**config.mk**
```make
export PLATFORM = sky130hd
export DESIGN_NAME = qspi_tx_shifter
export DESIGN_NICKNAME = d
export VERILOG_FILES = /design/src/rtl/qspi_tx_shifter_pkg.sv /design/src/rtl/qspi_tx_shifter_sck_gen.sv /design/src/rtl/qspi_tx_shifter.sv
export SDC_FILE = /design/constraint.sdc
export NUM_CORES = 1
export LEC_CHECK = 0
export CAP_MARGIN = 10
export CORE_AREA = 10 10 98 100
export DETAILED_ROUTE_END_ITERATION = 6
export DIE_AREA = 0 0 108 110
export GPL_TIMING_DRIVEN = 0
export PLACE_DENSITY = 0.82
export SLEW_MARGIN = 20
export SYNTH_ARGS = -nofsm -noshare
export SYNTH_HDL_FRONTEND = slang
export SYNTH_HIERARCHICAL = 1
export SYNTH_SLANG_ARGS = --single-unit
```
**constraint.sdc**
```tcl
create_clock -name clk -period 3.3 [get_ports clk]
set_input_delay 0.825 -clock clk [delete_from_list [all_inputs] [get_ports clk]]
set_output_delay 0.825 -clock clk [all_outputs]
set_load 0.05 [all_outputs]
```
**src/rtl/qspi_tx_shifter_pkg.sv**
```systemverilog
// Shared lane-mode constants, FSM encoding and bit-group helpers for the QSPI TX shifter.
package qspi_pkg;

    localparam logic [1:0] LANE_SINGLE = 2'b00;
    localparam logic [1:0] LANE_DUAL   = 2'b01;
    localparam logic [1:0] LANE_QUAD   = 2'b10;

    typedef enum logic [1:0] {
        ST_IDLE  = 2'd0,
        ST_LOAD  = 2'd1,
        ST_SHIFT = 2'd2,
        ST_FIN   = 2'd3
    } qspi_state_e;

    function automatic logic [2:0] bits_per_sck(input logic [1:0] mode);
        case (mode)
            LANE_DUAL: bits_per_sck = 3'd2;
            LANE_QUAD: bits_per_sck = 3'd4;
            default:   bits_per_sck = 3'd1;
        endcase
    endfunction

    // Index of the last bit-group within a byte (groups per byte minus one).
    function automatic logic [2:0] last_group(input logic [1:0] mode);
        case (mode)
            LANE_DUAL: last_group = 3'd3;
            LANE_QUAD: last_group = 3'd1;
            default:   last_group = 3'd7;
        endcase
    endfunction

    function automatic logic [3:0] lane_oe(input logic [1:0] mode);
        case (mode)
            LANE_DUAL: lane_oe = 4'b0011;
            LANE_QUAD: lane_oe = 4'b1111;
            default:   lane_oe = 4'b0001;
        endcase
    endfunction

    // MSB-first group grp of byte byte_idx; unused lanes read as 0.
    function automatic logic [3:0] bit_group(input logic [31:0] word,
                                             input logic [1:0]  byte_idx,
                                             input logic [2:0]  grp,
                                             input logic [1:0]  mode);
        logic [7:0] b;
        logic [7:0] sh;
        logic [2:0] amt;
        b   = word[{byte_idx, 3'b000} +: 8];
        amt = grp * bits_per_sck(mode);
        sh  = b << amt;
        case (mode)
            LANE_QUAD: bit_group = sh[7:4];
            LANE_DUAL: bit_group = {2'b00, sh[7:6]};
            default:   bit_group = {3'b000, sh[7]};
        endcase
    endfunction

endpackage

```
**src/rtl/qspi_tx_shifter_sck_gen.sv**
```systemverilog
// SCK generator: CLK_DIV clk cycles per half-period, with one-cycle rise/fall strobes.
module qspi_sck_gen #(
    parameter int CLK_DIV = 2
) (
    input  logic clk,
    input  logic reset,
    input  logic en_i,
    input  logic clr_i,
    output logic sck_o,
    output logic rise_tick_o,
    output logic fall_tick_o
);

    localparam int CW = (CLK_DIV > 1) ? $clog2(CLK_DIV) : 1;

    logic [CW-1:0] cnt_q, cnt_d;
    logic          sck_q, sck_d;
    logic          half_done;

    assign half_done = (cnt_q == CW'(CLK_DIV - 1));

    always_comb begin
        cnt_d = cnt_q;
        sck_d = sck_q;
        if (clr_i) begin
            cnt_d = '0;
            sck_d = 1'b0;
        end else if (en_i) begin
            if (half_done) begin
                cnt_d = '0;
                sck_d = ~sck_q;
            end else begin
                cnt_d = cnt_q + 1'b1;
            end
        end
    end

    always_ff @(posedge clk) begin
        if (reset) begin
            cnt_q <= '0;
            sck_q <= 1'b0;
        end else begin
            cnt_q <= cnt_d;
            sck_q <= sck_d;
        end
    end

    // Strobes fire in the cycle whose clock edge performs the toggle.
    assign rise_tick_o = en_i && !clr_i && half_done && !sck_q;
    assign fall_tick_o = en_i && !clr_i && half_done &&  sck_q;
    assign sck_o       = sck_q;

endmodule

```
**src/rtl/qspi_tx_shifter.sv**
```systemverilog
// Pops 32-bit words from an FWFT FIFO and serialises them onto 1/2/4 QSPI lanes, SPI mode 0.
module qspi_tx_shifter
    import qspi_pkg::*;
#(
    parameter int CLK_DIV = 2
) (
    input  logic        clk,
    input  logic        reset,
    input  logic        start,
    input  logic [15:0] byte_count,
    input  logic [1:0]  lane_mode,
    input  logic [31:0] fifo_dout,
    input  logic        fifo_empty,
    output logic        fifo_rd_en,
    output logic        sck,
    output logic [3:0]  io_out,
    output logic [3:0]  io_oe,
    output logic        busy,
    output logic        done,
    output logic        stall,
    output qspi_state_e dbg_state
);

    qspi_state_e state_q, state_d;
    logic [15:0] remaining_q, remaining_d;
    logic [1:0]  mode_q, mode_d;
    logic [31:0] shreg_q, shreg_d;
    logic [1:0]  byte_idx_q, byte_idx_d;
    logic [2:0]  grp_q, grp_d;
    logic [3:0]  io_out_q, io_out_d;
    logic        sent_q, sent_d;
    logic        rise_tick, fall_tick;

    qspi_sck_gen #(.CLK_DIV(CLK_DIV)) u_sck_gen (
        .clk         (clk),
        .reset       (reset),
        .en_i        (state_q == ST_SHIFT),
        .clr_i       (state_q != ST_SHIFT),
        .sck_o       (sck),
        .rise_tick_o (rise_tick),
        .fall_tick_o (fall_tick)
    );

    always_comb begin
        state_d     = state_q;
        remaining_d = remaining_q;
        mode_d      = mode_q;
        shreg_d     = shreg_q;
        byte_idx_d  = byte_idx_q;
        grp_d       = grp_q;
        io_out_d    = io_out_q;
        sent_d      = sent_q;
        fifo_rd_en  = 1'b0;
        stall       = 1'b0;
        case (state_q)
            ST_IDLE: begin
                if (start) begin
                    remaining_d = byte_count;
                    mode_d      = (lane_mode == 2'b11) ? LANE_SINGLE : lane_mode;
                    sent_d      = 1'b0;
                    io_out_d    = 4'b0000;
                    state_d     = (byte_count == 16'd0) ? ST_FIN : ST_LOAD;
                end
            end
            ST_LOAD: begin
                if (!fifo_empty) begin
                    fifo_rd_en = 1'b1;
                    shreg_d    = fifo_dout;
                    byte_idx_d = 2'd0;
                    grp_d      = 3'd0;
                    io_out_d   = bit_group(fifo_dout, 2'd0, 3'd0, mode_q);
                    state_d    = ST_SHIFT;
                end else begin
                    // An empty FIFO before the first word is just start-up latency.
                    stall = sent_q;
                end
            end
            ST_SHIFT: begin
                if (fall_tick) begin
                    if (grp_q == last_group(mode_q)) begin
                        remaining_d = remaining_q - 16'd1;
                        if (remaining_q == 16'd1) begin
                            state_d = ST_FIN;
                        end else if (byte_idx_q == 2'd3) begin
                            sent_d  = 1'b1;
                            state_d = ST_LOAD;
                        end else begin
                            byte_idx_d = byte_idx_q + 2'd1;
                            grp_d      = 3'd0;
                            io_out_d   = bit_group(shreg_q, byte_idx_q + 2'd1, 3'd0, mode_q);
                        end
                    end else begin
                        grp_d    = grp_q + 3'd1;
                        io_out_d = bit_group(shreg_q, byte_idx_q, grp_q + 3'd1, mode_q);
                    end
                end
            end
            ST_FIN: begin
                io_out_d = 4'b0000;
                state_d  = ST_IDLE;
            end
            default: state_d = ST_IDLE;
        endcase
    end

    always_ff @(posedge clk) begin
        if (reset) begin
            state_q     <= ST_IDLE;
            remaining_q <= 16'd0;
            mode_q      <= LANE_SINGLE;
            shreg_q     <= 32'd0;
            byte_idx_q  <= 2'd0;
            grp_q       <= 3'd0;
            io_out_q    <= 4'b0000;
            sent_q      <= 1'b0;
        end else begin
            state_q     <= state_d;
            remaining_q <= remaining_d;
            mode_q      <= mode_d;
            shreg_q     <= shreg_d;
            byte_idx_q  <= byte_idx_d;
            grp_q       <= grp_d;
            io_out_q    <= io_out_d;
            sent_q      <= sent_d;
        end
    end

    assign io_out    = io_out_q;
    assign io_oe     = (state_q == ST_LOAD || state_q == ST_SHIFT) ? lane_oe(mode_q) : 4'b0000;
    assign busy      = (state_q != ST_IDLE);
    assign done      = (state_q == ST_FIN);
    assign dbg_state = state_q;

    // rise_tick is informational only: data never changes on the rising edge.
    logic unused_rise;
    assign unused_rise = rise_tick;

endmodule

```
Yosys cells after proc, flatten, opt, wreduce, memory -nomap -nowiden
Index checks and enable logic that the tools add are counted.
{ "classes": {"n_addsub": 4, "multipliers": 1, "n_eq_ne": 20, "shift": 3, "muxes": 55, "n_bitwise": 2, "reduce_logical": 20} }
{ "op_table": {"columns": ["operator", "count"], "rows": [
  ["$shiftx 32x6->8", 2],
  ["$mux 16", 3],
  ["$pmux 16 s2", 1],
  ["$pmux 4 s2", 4],
  ["$mux 3", 10],
  ["$mux 4", 7],
  ["$mux 2", 13],
  ["$pmux 3 s2", 3],
  ["$eq 16x1->1 const B", 1],
  ["$logic_not 16->1", 1],
  ["$ne 2x2->1 const B", 8],
  ["$pmux 4 s4", 1],
  ["$sub 16x1->16 const B", 1],
  ["$reduce_and 5->1", 3],
  ["$reduce_and 6->1", 2],
  ["$eq 2x2->1 const B", 5],
  ["$mux 1", 10],
  ["$ne 3x3->1 const B", 3],
  ["$pmux 2 s4", 1],
  ["$shl 8x3->8", 1],
  ["$reduce_and 2->1", 3],
  ["$reduce_bool 2->1", 3],
  ["$eq 2x1->1 const B", 2],
  ["$pmux 2 s2", 1],
  ["other kinds (13)", 16]
]} }
{ "word_totals": {"regBits": 64, "input_bits": 54, "output_inout_bits": 15, "word_cells": 115} }

Logic depth before layout (Yosys ltp)
Gate-level depths: netlist of run 1.
{ "depth": {"depth_word": 17, "depth_mapped": 12} }

By module
The synthesis of run 1 kept the hierarchy.
{ "by_module_without_submodules": {"columns": ["mod", "n_inst", "cells_per_inst", "area_each_um2", "seq_area_each_um2"], "rows": [
  ["qspi_tx_shifter", 1, 469, 3842.4, 1241.2],
  ["qspi_sck_gen", 1, 11, 97.6, 40.0]
]} }

Worst setup path before layout of run 1
No wires, ideal clock.
{ "synth_timing": {"kind": "register to register", "from": "register state_q[1] (netlist: dbg_state[1])", "to": "register remaining_q[9]", "arrival_ns": 3.208, "slack_ns": 0.027, "stages_incl_launch_ff": 11, "n_path_buf": 1, "period_less_slack_ns": 3.273, "cell_sequence": "dfxtp_1 -> ha_1 -> clkinv_1 -> clkbuf_1 -> nor3b_1 -> a41oi_1 -> or3_1 -> or4_1 -> a21oi_1 -> a221oi_1 -> nor2_1"} }
{ "synth_via": {"elab_chain_cells": 7, "word_cells_on_any_way": 13, "cone_classes": "5 x eq/ne; 1 x mux; 7 x reduce/logical"} }
{ "synth_lines": {"columns": ["element", "line_no", "text"], "rows": [
  ["from (decl)", "qspi_tx_shifter.sv:24", "qspi_state_e state_q, state_d;"],
  ["from (signal assigned)", "qspi_tx_shifter.sv:117", "state_q <= state_d;"],
  ["$ne 2x2->1", "qspi_tx_shifter.sv:38", ".clr_i (state_q != ST_SHIFT),"],
  ["$logic_not 1->1", null, null],
  ["$logic_and 1x1->1 (*) (2 in series)", null, null],
  ["$logic_and 1x1->1 (*)", "qspi_tx_shifter_sck_gen.sv:50", "assign fall_tick_o = en_i && !clr_i && half_done && sck_q;"],
  ["net fall_tick", "qspi_tx_shifter.sv:32", "logic rise_tick, fall_tick;"],
  ["$ne 2x2->1 (no line) (*)", null, null],
  ["$reduce_and 4->1 (no line) (*)", null, null],
  ["to (signal assigned)", "qspi_tx_shifter.sv:118", "remaining_q <= remaining_d;"],
  ["to (decl)", "qspi_tx_shifter.sv:25", "logic [15:0] remaining_q, remaining_d;"]
]} }
Mark *: on every way through the listed nets, which the timed path passes. The rest lies on a longest branch.
A chain may end at the register's enable or synchronous reset.

Worst setup path in the final report of run 1
{ "layout_timing": {"from": "input fifo_empty", "to": "output fifo_rd_en"} }
{ "layout_via": {"elab_chain_cells": 2} }
{ "layout_lines": {"columns": ["element", "line_no", "text"], "rows": [
  ["from (decl)", "qspi_tx_shifter.sv:13", "input logic fifo_empty,"],
  ["$mux 1", "qspi_tx_shifter.sv:66", "if (!fifo_empty) begin"],
  ["$mux 1", "qspi_tx_shifter.sv:55", "case (state_q)"],
  ["to (decl)", "qspi_tx_shifter.sv:14", "output logic fifo_rd_en,"]
]} }
Every way passes these cells.

==> out/summary.txt, run 1 <==
OUTCOME
--------------------------------------------------------------------------------------------------
Status                                                                                complete, no violations

FINAL LAYOUT
--------------------------------------------------------------------------------------------------
Filler cell count                                                                              638
Post-Layout Cell Count                                                                         663
Most used cells in the layout excluding fill and tap cells                            87 x sky130_fd_sc_hd__nand2_1, 66 x sky130_fd_sc_hd__clkdlybuf4s50_1, 64 x sky130_fd_sc_hd__dfxtp_1
Sequential cell area                                                                  0.00128 mm^2
Relative area change from synthesis to final layout                                          25.5%
Area taken by multi-input logic gates                                                 0.00247 mm^2
Total inserted antenna cells                                                                     0
Fraction of layout cells with a size suffix above 1                                          9.27%
Nets@finish                                                                                    623
Leading cell type in the layout, fill and taps excluded                               sky130_fd_sc_hd__nand2_1

FLOORPLANNING
--------------------------------------------------------------------------------------------------
Die Outline Area                                                                       0.0119 mm^2
Die outline width                                                                           108 um
Std cell rows                                                                                   32
Top Ports                                                                                       69
Area of the core                                                                      0.00765 mm^2
Initial core utilization                                                                     51.5%
Die height                                                                                  110 um

GRT
--------------------------------------------------------------------------------------------------
Congestion Overflow GR                                                                           0
Initial antenna violation count                                                                  0
Maximum number of pins on one net before global-route repair                                    16
Via count of the first global-routing pass                                                    3687
Total track usage                                                                            18.7%
Wire length of the first global-routing pass                                               18.2 mm

TIMING
--------------------------------------------------------------------------------------------------
Final setup violating endpoints                                                                  0
Clk_skew                                                                                 0.0116 ns
Max_slew headroom                                                                            62.5%
Tightest Pin Transition                                                                   0.562 ns
Final Hold Vio Count                                                                             0
Ratio of final minimum period to clock period                                                96.0%
Min setup slack post-route                                                                0.131 ns
Final min period                                                                           3.17 ns
Tightest hold margin                                                                      0.455 ns
Achievable clock frequency                                                                 316 MHz
Count of final max-slew check failures                                                           0
Unrepaired setup endpoints after global routing                                                 no

DRT
--------------------------------------------------------------------------------------------------
Wire per inst                                                                              16.7 um
Via total after detailed routing                                                              3883
First-pass DRT Iterations                                                                        5
First DRT Iteration DRCs                                                                       308
Total length of routed wires                                                               11.1 mm
Count of nets left with antenna violations after detail routing                                  0
Final routed DRC violation total                                                                 0
Mean number of vias per cell                                                                  5.86

PLACE
--------------------------------------------------------------------------------------------------
Minimum setup slack after placement                                                      -0.580 ns
Number of I/O port buffers                                                                      68
Final estimated routing congestion in global placement                                       0.886
Placed Cells incl. Taps                                                                        649
Detailed placement HPWL                                                                    8.62 mm

CRITICAL PATH
--------------------------------------------------------------------------------------------------
R2R cell count                                                                                  11
Critical Path RT                                                                           2.47 ns
Crit path launch type                                                                   input port
Nature of the critical path endpoint                                                   output port
Crit-path cells                                                                       clkdlybuf4s50_1, nand2b_1, clkbuf_1, inv_2, clkdlybuf4s15_2
Critical Path Stages                                                                             5
Arrival time of data at the critical path endpoint                                         2.34 ns
Family of cells with the greatest summed delay on the critical path                   buffers and inverters
Origin of the critical flop-to-flop path                                              dbg_state[0]$_SDFFE_PP0P_
Crit Path Category                                                                    input port to output port
Bufs and invs on worst path                                                                      4
Largest incremental delay on the critical path                                             0.53 ns
Launching element of the worst setup path                                               fifo_empty
Slowest cell on crit path                                                             sky130_fd_sc_hd__clkdlybuf4s50_1
Top fanout value on the critical path                                                           15

YOSYS
--------------------------------------------------------------------------------------------------
Mean Syn Cell Area                                                                       8.22 um^2
Netlist area before placement                                                         0.00394 mm^2
Yosys synthesis warning count                                                                    6
Number of instances in the synthesized netlist                                                 479
Number of nets produced by synthesis                                                           545

POWER AND IR DROP
--------------------------------------------------------------------------------------------------
Power, Total                                                                               3.51 mW
Lkg Pwr                                                                                    1.77 nW
Peak VDD IR                                                                               0.299 mV
Ratio of total power to cell area                                                      711 mW/mm^2

HOLD PATH
--------------------------------------------------------------------------------------------------
Type of the most critical hold path                                                   flip-flop to flip-flop
Worst hold path stage count                                                                      2
Source of the worst hold timing path                                                  shreg_q[18]$_SDFFE_PP0P_

CLOCK TREE
--------------------------------------------------------------------------------------------------
Clock buffers created by TritonCTS                                                               9
CTS tree                                                                                      done
Setup repair bufs after CTS                                                                      0
H-tree depth                                                                                     3
CTS Root Buffer Type                                                                  sky130_fd_sc_hd__clkbuf_8
Number of sinks on the clock net                                                                64
Deepest clock path buffer count                                                                  2
Clock transition time at the flip-flop clock pins of the worst setup and hold paths        0.07 ns
Clock insertion delay at the later pin of the skew report                                  0.34 ns

JOB
--------------------------------------------------------------------------------------------------
MaxCap Viol Count                                                                                0

-- layout make-up --
type	count	share of cell area [%]
clock inverters	3	0.355
multi-input cells	374	50.1
inverters	12	0.937
repair buffers	68	13.9
well taps	102	2.58
clock buffers	12	3.14
plain buffers	28	3.12
flip-flops and latches	64	25.9
-- worst min-delay path, delay by kind of cell (launching register included) --
family / cells / cell delay (ns)
flip-flops: 1 / 0.31
AND/OR/NAND/NOR: 1 / 0.05
AO/OA/AOI/OAI: 1 / 0.05
-- power by group --
part,internal [mW],total [mW],switching [mW]
clock network,0.307,0.603,0.296
logic,0.701,1.83,1.13
registers,0.918,1.08,0.161
total,1.93,3.51,1.58
-- layer usage --
metal	global-route usage (%)	up-vias	routed length (um)
met5	0	-	0
met4	6.01	0	199
met3	3.95	19	815
met1	24.9	1812	4920
met2	29.6	163	5130
li1	-	1889	-
-- per-stage QoR --
| step | utilization, % | instance area (um^2) | TNS [ns] |
|---|---|---|---|
| after global routing | 64.6 | 4940 | 0 |
| after CTS | 64.4 | 4930 | 0 |
| after global placement | 62.0 | 4740 | -4.41 |
| after detailed placement | 62.0 | 4740 | -4.15 |
| final | 64.6 | 4940 | 0 |
| after floorplan | - | 3940 | 0 |
-- worst paths after layout --
kind | end | slack, ns
setup / recovery | fifo_rd_en | 0.13
hold / removal | shreg_q[18]$_SDFFE_PP0P_ | 0.45
setup reg to reg | remaining_q[5]$_SDFFE_PP0P_ | 0.21
hold reg to reg | shreg_q[18]$_SDFFE_PP0P_ | 0.45
-- sequential cells by signal, summed over array words and instances (netlist names) --
| register | cells |
|---|---|
| byte_idx_q | 2 |
| dbg_state | 2 |
| grp_q | 3 |
| io_out | 4 |
| mode_q | 2 |
| remaining_q | 16 |
| sent_q | 1 |
| shreg_q | 32 |
| u_sck_gen/cnt_q | 1 |
| u_sck_gen/sck_o | 1 |
-- repair_timing --
item / 4_1_cts / 5_1_grt
endpoints found under the setup margin: 17 / 18
pin swaps: 0 / 1
hold buffers: 0 / 0
resized for setup: 7 / 7
gates cloned: 0 / 0
Power figures use the tool's default switching activity.
==> inputs of run 2 (changes only) <==
--- a/config.mk
+++ b/config.mk
@@ -10,8 +10,9 @@
 export DETAILED_ROUTE_END_ITERATION = 6
 export DIE_AREA = 0 0 108 110
 export GPL_TIMING_DRIVEN = 0
+export HOLD_SLACK_MARGIN = 0.08
 export PLACE_DENSITY = 0.82
-export SLEW_MARGIN = 20
+export SLEW_MARGIN = 5
 export SYNTH_ARGS = -nofsm -noshare
 export SYNTH_HDL_FRONTEND = slang
 export SYNTH_HIERARCHICAL = 1
==> results of run 2 <==
No change in the layout: final DEF, timing and power equal those of run 1.
==> inputs of run 3 (changes only) <==
--- a/config.mk
+++ b/config.mk
@@ -6,12 +6,13 @@
 export NUM_CORES = 1
 export LEC_CHECK = 0
 export CAP_MARGIN = 10
-export CORE_AREA = 10 10 98 100
+export CORE_AREA = 10 10 96 98
+export CTS_BUF_LIST = sky130_fd_sc_hd__clkbuf_8
 export DETAILED_ROUTE_END_ITERATION = 6
-export DIE_AREA = 0 0 108 110
+export DIE_AREA = 0 0 106 108
 export GPL_TIMING_DRIVEN = 0
 export HOLD_SLACK_MARGIN = 0.08
-export PLACE_DENSITY = 0.82
+export PLACE_DENSITY = 0.85
 export SLEW_MARGIN = 5
 export SYNTH_ARGS = -nofsm -noshare
 export SYNTH_HDL_FRONTEND = slang
==> run 3 against run 2 <==
  * Design area grew 1.2%
  * Sequential power about the same
  * Combinational power up 2%
  * Die area down 3.6%
  * Non-clock buffer count did not move
  * Maximum frequency down 0.74%
  * Critical path type unchanged
  * Critical endpoint unchanged
  * Largest cell class unchanged
  * Largest power group unchanged
==> out/summary.txt, run 3 (synthesis gave the netlist of run 1 again) <==
FINAL LAYOUT
--------------------------------------------------------------------------------------------------
Largest register FFs                                                                            32   unchanged
Most used cells in the layout excluding fill and tap cells                            87 x sky130_fd_sc_hd__nand2_1, 66 x sky130_fd_sc_hd__clkdlybuf4s50_1, 64 x sky130_fd_sc_hd__dfxtp_1   unchanged
Nets@finish                                                                                    623   unchanged
Sequential cell area                                                                  0.00128 mm^2   unchanged
Register name with the most flops                                                          shreg_q   unchanged
Total inserted antenna cells                                                                     0   unchanged
Area taken by multi-input logic gates                                                 0.00248 mm^2   was 0.00247 mm^2
Relative area change from synthesis to final layout                                          27.0%   was 25.5%
Filler cell count                                                                              655   was 638
Fraction of layout cells with a size suffix above 1                                          9.79%   was 9.27%
Leading cell type in the layout, fill and taps excluded                               sky130_fd_sc_hd__nand2_1   unchanged

FLOORPLANNING
--------------------------------------------------------------------------------------------------
Top Ports                                                                                       69   unchanged
Initial core utilization                                                                     52.8%   was 51.5%
Die Outline Area                                                                       0.0114 mm^2   was 0.0119 mm^2
Die height                                                                                  108 um   was 110 um
Die outline width                                                                           106 um   was 108 um
Std cell rows                                                                                   32   unchanged
Area of the core                                                                      0.00745 mm^2   was 0.00765 mm^2

TIMING
--------------------------------------------------------------------------------------------------
Final sum of negative setup slack                                                             0 ns   unchanged
Unrepaired setup endpoints after global routing                                                 no   unchanged
Final min period                                                                           3.19 ns   was 3.17 ns
Count of final max-slew check failures                                                           0   unchanged
Clk_skew                                                                                 0.0138 ns   was 0.0116 ns
Final Hold Vio Count                                                                             0   unchanged
Ratio of final minimum period to clock period                                                96.7%   was 96.0%
Tightest Pin Transition                                                                   0.601 ns   was 0.562 ns
Achievable clock frequency                                                                 313 MHz   was 316 MHz
Final setup violating endpoints                                                                  0   unchanged
Max_slew headroom                                                                            59.9%   was 62.5%

GRT
--------------------------------------------------------------------------------------------------
Congestion Overflow GR                                                                           0   unchanged
Maximum number of pins on one net before global-route repair                                    16   unchanged
Routing layer with the top usage in global route                                              met2   unchanged
Via count of the first global-routing pass                                                    3723   was 3687
Global-route met3 utilization                                                                4.22%   was 3.95%
Met1 global-route usage                                                                      25.4%   was 24.9%
Wire length of the first global-routing pass                                               18.5 mm   was 18.2 mm
Total track usage                                                                            19.5%   was 18.7%
GRT met2 Usage                                                                               30.8%   was 29.6%
Initial antenna violation count                                                                  0   unchanged

CRITICAL PATH
--------------------------------------------------------------------------------------------------
Nature of the critical path endpoint                                                   output port   unchanged
Top fanout value on the critical path                                                           15   unchanged
Crit-path cells                                                                       clkdlybuf4s50_1, nand2b_1, clkbuf_1, inv_2, clkdlybuf4s15_2   unchanged
Crit Path Category                                                                    input port to output port   unchanged
Crit path launch type                                                                   input port   unchanged
Slowest cell on crit path                                                             sky130_fd_sc_hd__clkdlybuf4s50_1   unchanged
Family of cells with the greatest summed delay on the critical path                   buffers and inverters   unchanged
Largest incremental delay on the critical path                                             0.53 ns   about the same
Arrival time of data at the critical path endpoint                                         2.37 ns   was 2.34 ns
Bufs and invs on worst path                                                                      4   unchanged
Critical Path RT                                                                           2.47 ns   about the same

CLOCK TREE
--------------------------------------------------------------------------------------------------
Hold buffer count at CTS                                                                         0   unchanged
CTS tree                                                                                      done   unchanged
Clock transition time at the flip-flop clock pins of the worst setup and hold paths        0.07 ns   about the same
Clock buffers created by TritonCTS                                                               9   unchanged
Number of sinks on the clock net                                                                64   unchanged
H-tree depth                                                                                     3   unchanged
Deepest clock path buffer count                                                                  2   unchanged
Clock insertion delay at the later pin of the skew report                                  0.35 ns   was 0.34 ns
CTS Root Buffer Type                                                                  sky130_fd_sc_hd__clkbuf_8   unchanged

OUTCOME
--------------------------------------------------------------------------------------------------
Status                                                                                complete, no violations   unchanged

PLACE
--------------------------------------------------------------------------------------------------
Number of I/O port buffers                                                                      68   unchanged
Final estimated routing congestion in global placement                                       0.926   was 0.886
Detailed placement HPWL                                                                    8.78 mm   was 8.62 mm

JOB
--------------------------------------------------------------------------------------------------
MaxCap Viol Count                                                                                0   unchanged

DRT
--------------------------------------------------------------------------------------------------
Via total after detailed routing                                                              3883   unchanged
First-pass DRT Iterations                                                                        5   unchanged
Wire per inst                                                                              17.3 um   was 16.7 um
Final routed DRC violation total                                                                 0   unchanged
Count of nets left with antenna violations after detail routing                                  0   unchanged
Total length of routed wires                                                               11.5 mm   was 11.1 mm
Mean number of vias per cell                                                                  5.85   was 5.86
First DRT Iteration DRCs                                                                       289   was 308

POWER AND IR DROP
--------------------------------------------------------------------------------------------------
Lkg Pwr                                                                                    1.80 nW   was 1.77 nW
Power, Total                                                                               3.72 mW   was 3.51 mW
Peak VDD IR                                                                               0.441 mV   was 0.299 mV
Ratio of total power to cell area                                                      744 mW/mm^2   was 711 mW/mm^2

HOLD PATH
--------------------------------------------------------------------------------------------------
Type of the most critical hold path                                                   flip-flop to flip-flop   unchanged

run 3: cell types whose count changed in the layout (fill, tap and decap cells not counted):
cell	change
sky130_fd_sc_hd__bufinv_16	+2
sky130_fd_sc_hd__ha_4	+1
sky130_fd_sc_hd__clkbuf_1	-2
sky130_fd_sc_hd__clkbuf_8	-1
sky130_fd_sc_hd__buf_2	+1
sky130_fd_sc_hd__ha_2	-1
sky130_fd_sc_hd__clkinv_2	+1
run 3: cell type report:
class / count / area share (%)
inverters: 12 / 0.926
plain buffers: 28 / 3.10
repair buffers: 68 / 13.7
multi-input cells: 374 / 49.7
flip-flops and latches: 64 / 25.6
clock inverters: 6 / 1.65
well taps: 102 / 2.55
clock buffers: 10 / 2.75
run 3: power breakdown:
group          leakage [nW]  internal (mW)  switching [mW]
Clock                 0.112          0.442           0.324
Sequential            0.521          0.917           0.166
Combinational          1.16          0.711            1.16
run 3: per-stage QoR:
step | std cells | hold slack (ns) | worst slack [ns] | area (um^2) | util [%]
6_report | 664 | 0.457 | 0.108 | 5000 | 67.1
4_1_cts | 664 | 0.457 | 0.0190 | 4980 | 66.8
2_1_floorplan | 479 | 0.436 | 0.0407 | 3940 | -
3_5_place_dp | 649 | 0.447 | -0.569 | 4740 | 63.7
5_1_grt | 664 | 0.481 | 0.0485 | 5000 | 67.1
3_3_place_gp | 649 | 0.444 | -0.559 | 4740 | 63.7
run 3: routing by layer:
layer	wire (um)	share of wire [%]
met1	5150	45
met2	5320	46
met4	209	1.8
met3	802	7.0
met5	0	0
run 3: worst min-delay path: stages (launching register included):
cell	delay, ns
sky130_fd_sc_hd__dfxtp_1	0.31
sky130_fd_sc_hd__nand2_1	0.05
sky130_fd_sc_hd__a21oi_1	0.05
run 3: timing repair:
action | in CTS | in global routing
pin swaps | 1 | 0
buffers inserted | 0 | 0
setup endpoints to repair | 18 | 17
resized for setup | 8 | 9
run 3: final timing paths:
check / start / end / slack [ns] / cells after the start
worst max-delay path: fifo_empty / fifo_rd_en / 0.11 / 5
worst min-delay path: shreg_q[26]$_SDFFE_PP0P_ / shreg_q[26]$_SDFFE_PP0P_ / 0.46 / 2
worst max register to register: dbg_state[0]$_SDFFE_PP0P_ / remaining_q[12]$_SDFFE_PP0P_ / 0.25 / 11
worst min register to register: shreg_q[26]$_SDFFE_PP0P_ / shreg_q[26]$_SDFFE_PP0P_ / 0.46 / 2
